**config.mk**
```make
export PLATFORM = sky130hd
export DESIGN_NAME = dense_5_mac_engine
export DESIGN_NICKNAME = d
export VERILOG_FILES = /design/src/rtl/dense_5_mac_engine.sv
export SDC_FILE = /design/constraint.sdc
export NUM_CORES = 1
export LEC_CHECK = 0
export ABC_CLOCK_PERIOD_IN_PS = 14200
export CORE_MARGIN = 2
export CORE_UTILIZATION = 25
export DETAILED_ROUTE_END_ITERATION = 7
export GPL_ROUTABILITY_DRIVEN = 0
export PLACE_DENSITY_LB_ADDON = 0.12
export SYNTH_ARGS = -nofsm -noshare
export SYNTH_HDL_FRONTEND = slang
export SYNTH_SLANG_ARGS = --single-unit
```
**constraint.sdc**
```tcl
create_clock -name clk -period 14.2 [get_ports clk]
set_input_delay 2.84 -clock clk [delete_from_list [all_inputs] [get_ports clk]]
set_output_delay 2.84 -clock clk [all_outputs]
set_load 0.01 [all_outputs]
```
**src/rtl/dense_5_mac_engine.sv**
```systemverilog
// dense_5_mac_engine: sequencer + MAC datapath for dense layer 5.
// Walks NUM_OUT neurons x NUM_IN inputs, reading one weight and one
// activation per cycle (both memories have 1-cycle registered read latency),
// accumulates zero-point-corrected products, requantizes to uint8 and emits
// one result per neuron.
// Optional feature: define DENSE5_RELU_EN to force negative scaled values
// to zero before the output zero point is added.
//
// Handshake: no backpressure. start is a 1-cycle request taken only in IDLE;
// w_en/a_en are read strobes whose data is consumed the following cycle;
// out_valid is a 1-cycle strobe, out_idx/out_data are valid with it and hold
// afterwards; done pulses once after the last neuron has been emitted.
module dense_5_mac_engine #(
  parameter int NUM_IN   = 169,
  parameter int NUM_OUT  = 3,
  parameter int W_ADDR_W = 10,
  parameter int A_ADDR_W = 8,
  parameter int IDX_W    = 2,
  parameter int ACC_W    = 32,
  parameter int IN_ZERO  = 1,
  parameter int W_ZERO   = 0,
  parameter int OUT_ZERO = -1,
  parameter int Q_MULT   = 1,
  parameter int Q_SHIFT  = 0
) (
  input  logic                clk,
  input  logic                rst,
  input  logic                start,
  output logic                busy,
  output logic                done,
  output logic                w_en,
  output logic [W_ADDR_W-1:0] w_addr,
  input  logic [7:0]          w_data,
  output logic                a_en,
  output logic [A_ADDR_W-1:0] a_addr,
  input  logic [7:0]          a_data,
  output logic                out_valid,
  output logic [IDX_W-1:0]    out_idx,
  output logic [7:0]          out_data,
  output logic [2:0]          dbg_state
);

  typedef enum logic [2:0] {
    S_IDLE, S_ISSUE, S_LAST, S_SCALE, S_EMIT, S_DONE
  } state_t;

  localparam logic [A_ADDR_W-1:0] I_LAST = A_ADDR_W'(NUM_IN - 1);
  localparam logic [IDX_W-1:0]    O_LAST = IDX_W'(NUM_OUT - 1);
  localparam logic signed [8:0]   IZ9    = 9'(IN_ZERO);
  localparam logic signed [8:0]   WZ9    = 9'(W_ZERO);
  localparam logic signed [63:0]  QM64   = 64'(Q_MULT);
  localparam logic signed [63:0]  OZ64   = 64'(OUT_ZERO);
  // Half-LSB rounding constant; collapses to zero when Q_SHIFT is 0.
  localparam logic signed [63:0]  RND    = (64'sd1 <<< Q_SHIFT) >>> 1;

  state_t                     state, state_nx;
  logic [A_ADDR_W-1:0]        i_q;
  logic [W_ADDR_W-1:0]        wa_q;
  logic [IDX_W-1:0]           o_q;
  logic signed [ACC_W-1:0]    acc_q;
  logic [7:0]                 res_q;
  logic [IDX_W-1:0]           idx_q;

  logic signed [8:0]          a_op, w_op;
  logic signed [17:0]         prod;
  logic signed [63:0]         p_s, r_s, v_s;
  logic [7:0]                 clamp_v;

  // State register.
  always_ff @(posedge clk) begin
    if (rst) state <= S_IDLE;
    else     state <= state_nx;
  end

  // Next-state logic.
  always_comb begin
    state_nx = state;
    case (state)
      S_IDLE:  if (start) state_nx = S_ISSUE;
      S_ISSUE: if (i_q == I_LAST) state_nx = S_LAST;
      S_LAST:  state_nx = S_SCALE;
      S_SCALE: state_nx = S_EMIT;
      S_EMIT:  state_nx = (o_q == O_LAST) ? S_DONE : S_ISSUE;
      S_DONE:  state_nx = S_IDLE;
      default: state_nx = S_IDLE;
    endcase
  end

  assign busy      = (state != S_IDLE);
  assign done      = (state == S_DONE);
  assign w_en      = (state == S_ISSUE);
  assign a_en      = (state == S_ISSUE);
  assign out_valid = (state == S_EMIT);
  assign w_addr    = wa_q;
  assign a_addr    = i_q;
  assign out_idx   = idx_q;
  assign out_data  = res_q;
  assign dbg_state = state;

  // Product of the operands returned for the read issued last cycle.
  always_comb begin
    a_op = $signed({1'b0, a_data}) - IZ9;
    w_op = $signed({w_data[7], w_data}) - WZ9;
    prod = a_op * w_op;
  end

  // Requantize the finished sum: multiply, round, shift, offset, clamp.
  always_comb begin
    p_s = 64'(acc_q) * QM64;
    r_s = (p_s + RND) >>> Q_SHIFT;
`ifdef DENSE5_RELU_EN
    if (r_s < 64'sd0) r_s = 64'sd0;
`else
    r_s = r_s;
`endif
    v_s = r_s + OZ64;
    if (v_s < 64'sd0)        clamp_v = 8'd0;
    else if (v_s > 64'sd255) clamp_v = 8'd255;
    else                     clamp_v = v_s[7:0];
  end

  // Counters, accumulator and result registers.
  always_ff @(posedge clk) begin
    if (rst) begin
      i_q   <= '0;
      wa_q  <= '0;
      o_q   <= '0;
      acc_q <= '0;
      res_q <= '0;
      idx_q <= '0;
    end else begin
      case (state)
        S_IDLE: begin
          if (start) begin
            i_q  <= '0;
            wa_q <= '0;
            o_q  <= '0;
          end
        end
        S_ISSUE: begin
          // First cycle of a neuron has no returned data yet: clear instead.
          if (i_q == '0) acc_q <= '0;
          else           acc_q <= acc_q + ACC_W'(prod);
          wa_q <= wa_q + W_ADDR_W'(1);
          if (i_q == I_LAST) i_q <= '0;
          else               i_q <= i_q + A_ADDR_W'(1);
        end
        S_LAST: acc_q <= acc_q + ACC_W'(prod);
        S_SCALE: begin
          res_q <= clamp_v;
          idx_q <= o_q;
        end
        S_EMIT: begin
          if (o_q != O_LAST) o_q <= o_q + IDX_W'(1);
        end
        default: ;
      endcase
    end
  end

endmodule

```
==> results of run 1 <==
## cells by family (layout without fill, tap and decap cells)
group                      after synthesis  in the layout
and+or+nand+nor                        323            323
adders and majority gates              216            216
AOI/OAI and AO/OA                      181            181
buffers and inverters                  142            198
DFF                                     65             65
xor gates and xnor gates                41             41
muxes                                    3              3
## synth_stat cells (all sizes together), types with 3 or more instances
cell,count
a211oi,6
a21o,10
a21oi,54
a22o,9
a22oi,30
a31oi,5
and2,23
and3,10
buf,7
clkbuf,14
dfxtp,65
fa,139
ha,77
inv,120
nand2,62
nand2b,21
nand3,19
nand4,9
nor2,88
nor2b,27
nor3,21
nor4,12
nor4b,4
o211ai,5
o21a,6
o21ai,28
o21bai,5
o22ai,3
o31ai,4
o41ai,3
or2,7
or3,9
or4,4
xnor2,28
xor2,13
## per-layer routing
metal | up-vias | share of wire, %
met5 | - | 0
met4 | 0 | 1.9
met3 | 16 | 1.5
met2 | 58 | 50
met1 | 3339 | 46
li1 | 3381 | -
## through the flow
step           util [%]  hold slack, ns  area (um2)  total power [uW]  setup slack (ns)
2_1_floorplan         -           0.449        8880               902              4.43
3_3_place_gp       28.2           0.443        9950              1120              3.95
3_5_place_dp       28.2           0.450        9950              1120              3.96
4_1_cts            29.2           0.459       10300              1380              4.28
5_1_grt            29.2           0.491       10300              1500              3.77
6_report           29.2           0.459       10300              1350              4.39
## sequential cells by signal (all words and copies together) (netlist names)
register	count
a_addr	8
acc_q	32
dbg_state	3
o_q	2
out_data	8
out_idx	2
w_addr	10
## worst paths after layout
path / start / to / slack, ns
min reg2reg: out_idx[1]$_SDFFE_PP0P_ / out_idx[1]$_SDFFE_PP0P_ / 0.46
max reg2reg: acc_q[6]$_SDFFE_PP0P_ / acc_q[31]$_SDFFE_PP0P_ / 8.46
max: a_data[4] / acc_q[30]$_SDFFE_PP0P_ / 4.39
min: out_idx[1]$_SDFFE_PP0P_ / out_idx[1]$_SDFFE_PP0P_ / 0.46
## cell usage in the layout (no fill, tap or decap), drive strengths merged, types with 28 or more instances in the layout
cell,synthesis,final
nor2,88,88
nand2,62,62
a22oi,30,30
clkdlybuf4s50,0,53
fa,139,139
xnor2,28,28
o21ai,28,28
inv,120,120
a21oi,54,54
ha,77,77
dfxtp,65,65
## critical path: stages
cell	delay (ns)
clkdlybuf4s50_1	0.45
or3_1	0.40
or2_2	0.31
nor4_1	0.18
buf_4	0.19
nand2_1	0.10
inv_1	0.14
fa_1	0.47
inv_1	0.23
fa_1	0.61
inv_1	0.65
fa_1	0.55
fa_1	0.48
ha_1	0.30
ha_1	0.35
a21oi_1	0.23
nand2_1	0.07
nor3_1	0.18
a21oi_1	0.13
o311a_1	0.38
o221ai_1	0.24
o21ai_0	0.15
xor2_1	0.16
a22o_1	0.23
## where the power goes
| group | total (uW) | leakage (uW) | switching [uW] | internal, uW |
|---|---|---|---|---|
| Clock | 248 | 0.000155 | 84.8 | 163 |
| Sequential | 228 | 0.000526 | 31.6 | 197 |
| Combinational | 877 | 0.00390 | 510 | 367 |
## cell type report
class | instances | area, um2 | area share (%)
Tap cell | 461 | 577 | 5.61
Sequential cell | 65 | 1300 | 12.7
Multi-Input combinational cell | 764 | 7030 | 68.4
Clock buffer | 12 | 256 | 2.50
Clock inverter | 4 | 75.1 | 0.730
Inverter | 121 | 454 | 4.42
Timing Repair Buffer | 61 | 588 | 5.72
==> flow_summary.yaml, run 1 <==
outcome:
  status: "complete, no violations"
final_layout:
  finalNonFillerCells: 1488
  fill_cells: 3755
  n_antenna_cell: 0
  drive_gt1_share_pct: 4.58
  area_growth_pct: 15.8
  num-nets-final: 1257
logic_synthesis:
  synth_simple_gate_area_share_pct: 18.9
  yosys-top-cells-area: "fa_1, dfxtp_1, ha_1"
  synth_compound_area_share_pct: 13.6
  synth-seq-cells: 65
  yosysWarnings: 0
  synth_top_area_share_pct: 31.4
  synth.avg_cell_area_um2: 9.14
  async_flop_share_pct: 0
  yosys.area_share.adder_pct: 42.2
  syn-instance-count: 971
  synth.cell_area_mm2: 0.00888
  synth-xor-area-share_pct: 4.05
  synth_fp_nets: 1206
  synth_edf_count: 0
  synth_top_family_by_area: "adder cells"
  ys_seq_area_share_pct: 14.7
  synth_mux_area_share_pct: 0.367
  synth_cell_types: 65
  dominantRegCellSynth: "dfxtp_1"
  synth_top_area_cell: "fa_1"
global_route:
  grt_pass1_wl_mm: 39.9
  grt_pass1_vias: 7026
  grtUsageMet3_pct: 1.36
  grt_max_degree: 59
  antenna_found_initial: 0
  overflow: 0
  grt_use_met2_pct: 24.1
  use_met1_pct: 18.2
  grt_usage_pct: 13.8
  top_usage_layer: "met2"
sta:
  final_hold_viol_count: 0
  clock_skew_ns: 0.00711
  tns_ns: 0
  fin_crit_ns: 9.81
  slew_violations: 0
  rsz0062_at_grt: "false"
  slew_headroom_pct: 39.6
  worst_slew_pin_slew_ns: 0.899
  setup_violations: 0
  max_freq_mhz: 102
  period_share_pct: 69.1
critical_path:
  critPathLaunchType: "input port"
  ff2ff_path_depth: 19
  crit_fanout: 12
  end_kind: "register"
  worstSetupPathType: "in2reg"
  cp.required_ns: 14.43
  worstPathArrival_ns: 10.05
clocking:
  htreeDepth: 3
  clock_latency_ns: 0.34
  cts.sinks: 65
  clkSlewWorstSetupHoldPaths_ns: 0.06
  cts_buffers: 9
  cts_tree: "done"
  cts_setup_buffers: 0
  cts_root_buf: "clkbuf_16"
  ctsHoldBuffers: 0
  cts_resized: 0
  clk_path_buf_depth: 2
route:
  wl_per_cell_um: 16.1
  drc: 0
  drt-initial-drc-count: 322
  vias: 6794
  first_pass_iters: 4
  wirelength_mm: 24.0
  via_per_inst: 4.57
  antenna_left: 0
place:
  portBuffers: 54
  dpl.hpwl_mm: 19.9
  post-place-cells: 1472
flow_run:
  drv_cap: 0
power:
  power_density_mw_per_mm2: 132
  p_leak_uw: 0.00458
  ir_drop_uv: 66.2
floorplan:
  die_w_um: 192
  rows: 69
  io_pins: 55
  die_y_um: 192
  die_area_mm2: 0.0370
  core_mm2: 0.0352
  start_util_pct: 25.2
min_path:
  hold_path_class: "reg2reg"
  hold_depth: 2
No activity file was read; power rests on OpenSTA's default activity.
==> inputs of run 2 (changes only) <==
--- a/config.mk
+++ b/config.mk
@@ -5,7 +5,7 @@
 export SDC_FILE = /design/constraint.sdc
 export NUM_CORES = 1
 export LEC_CHECK = 0
-export ABC_CLOCK_PERIOD_IN_PS = 14200
+export ABC_CLOCK_PERIOD_IN_PS = 7900
 export CORE_MARGIN = 2
 export CORE_UTILIZATION = 25
 export DETAILED_ROUTE_END_ITERATION = 7
==> constraint.sdc (replaced) <==
create_clock -name clk -period 7.9 [get_ports clk]
set_input_delay 1.58 -clock clk [delete_from_list [all_inputs] [get_ports clk]]
set_output_delay 1.58 -clock clk [all_outputs]
set_load 0.01 [all_outputs]
==> flow_summary.yaml, run 2 (synthesis results as in run 1) <==
power:
  p_leak_uw: 0.00524
  power_density_mw_per_mm2: 247
  ir_drop_uv: 151
  power.total_uw: 2870
min_path:
  hold_path_class: "reg2reg"
  hold_path_startpoint: "out_idx[0]$_SDFFE_PP0P_"
clocking:
  clock_latency_ns: 0.34
  cts.sinks: 65
  clk_path_buf_depth: 2
  clkSlewWorstSetupHoldPaths_ns: 0.06
  cts_root_buf: "clkbuf_16"
  cts_tree: "done"
  htreeDepth: 3
  cts_buffers: 9
  ctsHoldBuffers: 0
final_layout:
  finalInstanceArea_mm2: 0.0116
  multi_input_area_mm2: 0.00730
  drive_gt1_share_pct: 19.4
  fill_cells: 3730
  largest_register_ffs: 32
  area_growth_pct: 30.9
  num-nets-final: 1385
  regMostFlops: "acc_q"
  layout.area.seq_mm2: 0.00130
  final_common_cell: "fa_1"
  final_cell_mix: "fa_1, buf_4, inv_1"
  fin_util_pct: 33.0
  n_antenna_cell: 0
global_route:
  antenna_found_initial: 0
  grt_pass1_wl_mm: 41.5
  grt_usage_pct: 14.2
  grt_pass1_vias: 7653
  overflow: 0
  grt_max_degree: 59
route:
  drt-initial-drc-count: 326
  drc: 0
  first_pass_iters: 4
  vias: 7256
  wirelength_mm: 24.8
  via_per_inst: 4.49
  wl_per_cell_um: 15.3
  antenna_left: 0
critical_path:
  critPathMaxStageDelay_ns: 0.57
  cp.required_ns: 8.17
  crit_family: "adder cells"
  r2r_start: "acc_q[4]$_SDFFE_PP0P_"
  worstPathArrival_ns: 7.95
  critPathBufInv: 6
  cp_common_cell: "fa_1"
  setup.worst_path.start: "a_data[4]"
  worstSetupPathType: "in2reg"
  end_kind: "register"
  regToRegSetupSlack_ns: 2.38
  crit_fanout: 9
  critPathLaunchType: "input port"
  critPathSlowestCell: "fa_2"
sta:
  rsz0062_at_grt: "true"
  fin_crit_ns: 7.68
  final_hold_viol_count: 0
  worst_slew_pin_slew_ns: 0.704
  clock_skew_ns: 0.00553
  fin_hold_ws_ns: 0.455
  slew_violations: 0
  slew_headroom_pct: 52.4
  period_share_pct: 97.3
  setup_violations: 0
  tns_ns: 0
  max_freq_mhz: 130
floorplan:
  start_util_pct: 25.2
  die_area_mm2: 0.0370
  rows: 69
  die_y_um: 192
  io_pins: 55
  die_w_um: 192
  core_mm2: 0.0352
outcome:
  status: "complete, no violations"
place:
  place_area_mm2: 0.0109
  portBuffers: 54
  dpl.hpwl_mm: 20.7
flow_run:
  drv_cap: 0
-- run 2: cell types whose count changed in the layout (fill, tap and decap cells not counted), sizes merged --
cell / change
buf: +128
bufinv: +1
clkbuf: -2
clkdlybuf4s50: -1
clkinvlp: +1
dlymetal6s2s: +1
-- run 2: power by group --
part / switching, uW / leakage, uW / total, uW / internal [uW]
registers: 57.3 / 0.000526 / 411 / 353
clock network: 155 / 0.000165 / 472 / 318
logic: 1020 / 0.00455 / 1990 / 965
-- run 2: path summary, 6_finish.rpt --
check | end | cells past startpoint
max | acc_q[31]$_SDFFE_PP0P_ | 25
min | out_idx[0]$_SDFFE_PP0P_ | 2
max reg2reg | acc_q[31]$_SDFFE_PP0P_ | 21
min reg2reg | out_idx[0]$_SDFFE_PP0P_ | 2
-- run 2: layout make-up --
type                    instances  area share (%)
clock inverters                 6           0.980
inverters                     121            3.94
repair buffers                189            14.0
multi-input cells             764            62.8
clock buffers                  10            2.06
flip-flops and latches         65            11.2
well taps                     461            4.96
-- run 2: worst register-to-register path, delay by kind of cell (launching register included) --
kind            cells  cell delay [ns]
mux                 1             0.35
compound gates      6             1.33
buf+inv             6             0.60
fa+ha+maj           6             2.33
simple gates        1             0.05
xor+xnor            1             0.17
flops               1             0.61
-- run 2: layer usage --
metal  vias to the layer above  part of all wire [%]  GRT usage (%)
li1                       3627                     -              -
met5                         -                     0              0
met3                        16                   1.7           1.44
met1                      3557                    48           19.5
met2                        56                    49           24.3
met4                         0                   1.0           2.47
-- run 2: what timing repair did --
| item | CTS | global route |
|---|---|---|
| endpoints found under the setup margin | 1 | 8 |
| gates resized for setup | 1 | 53 |
| pin swaps | 0 | 47 |
| gates cloned | 0 | 0 |
| buffers inserted | 0 | 15 |
| endpoints found under the hold margin | 0 | 0 |
-- run 2: metrics by stage --
step | setup slack, ns | cells
after floorplan | 0.0750 | 971
after global placement | -0.346 | 1585
after detailed placement | -0.365 | 1585
after CTS | 0.0223 | 1601
after global routing | -0.0563 | 1616
final | 0.216 | 1616
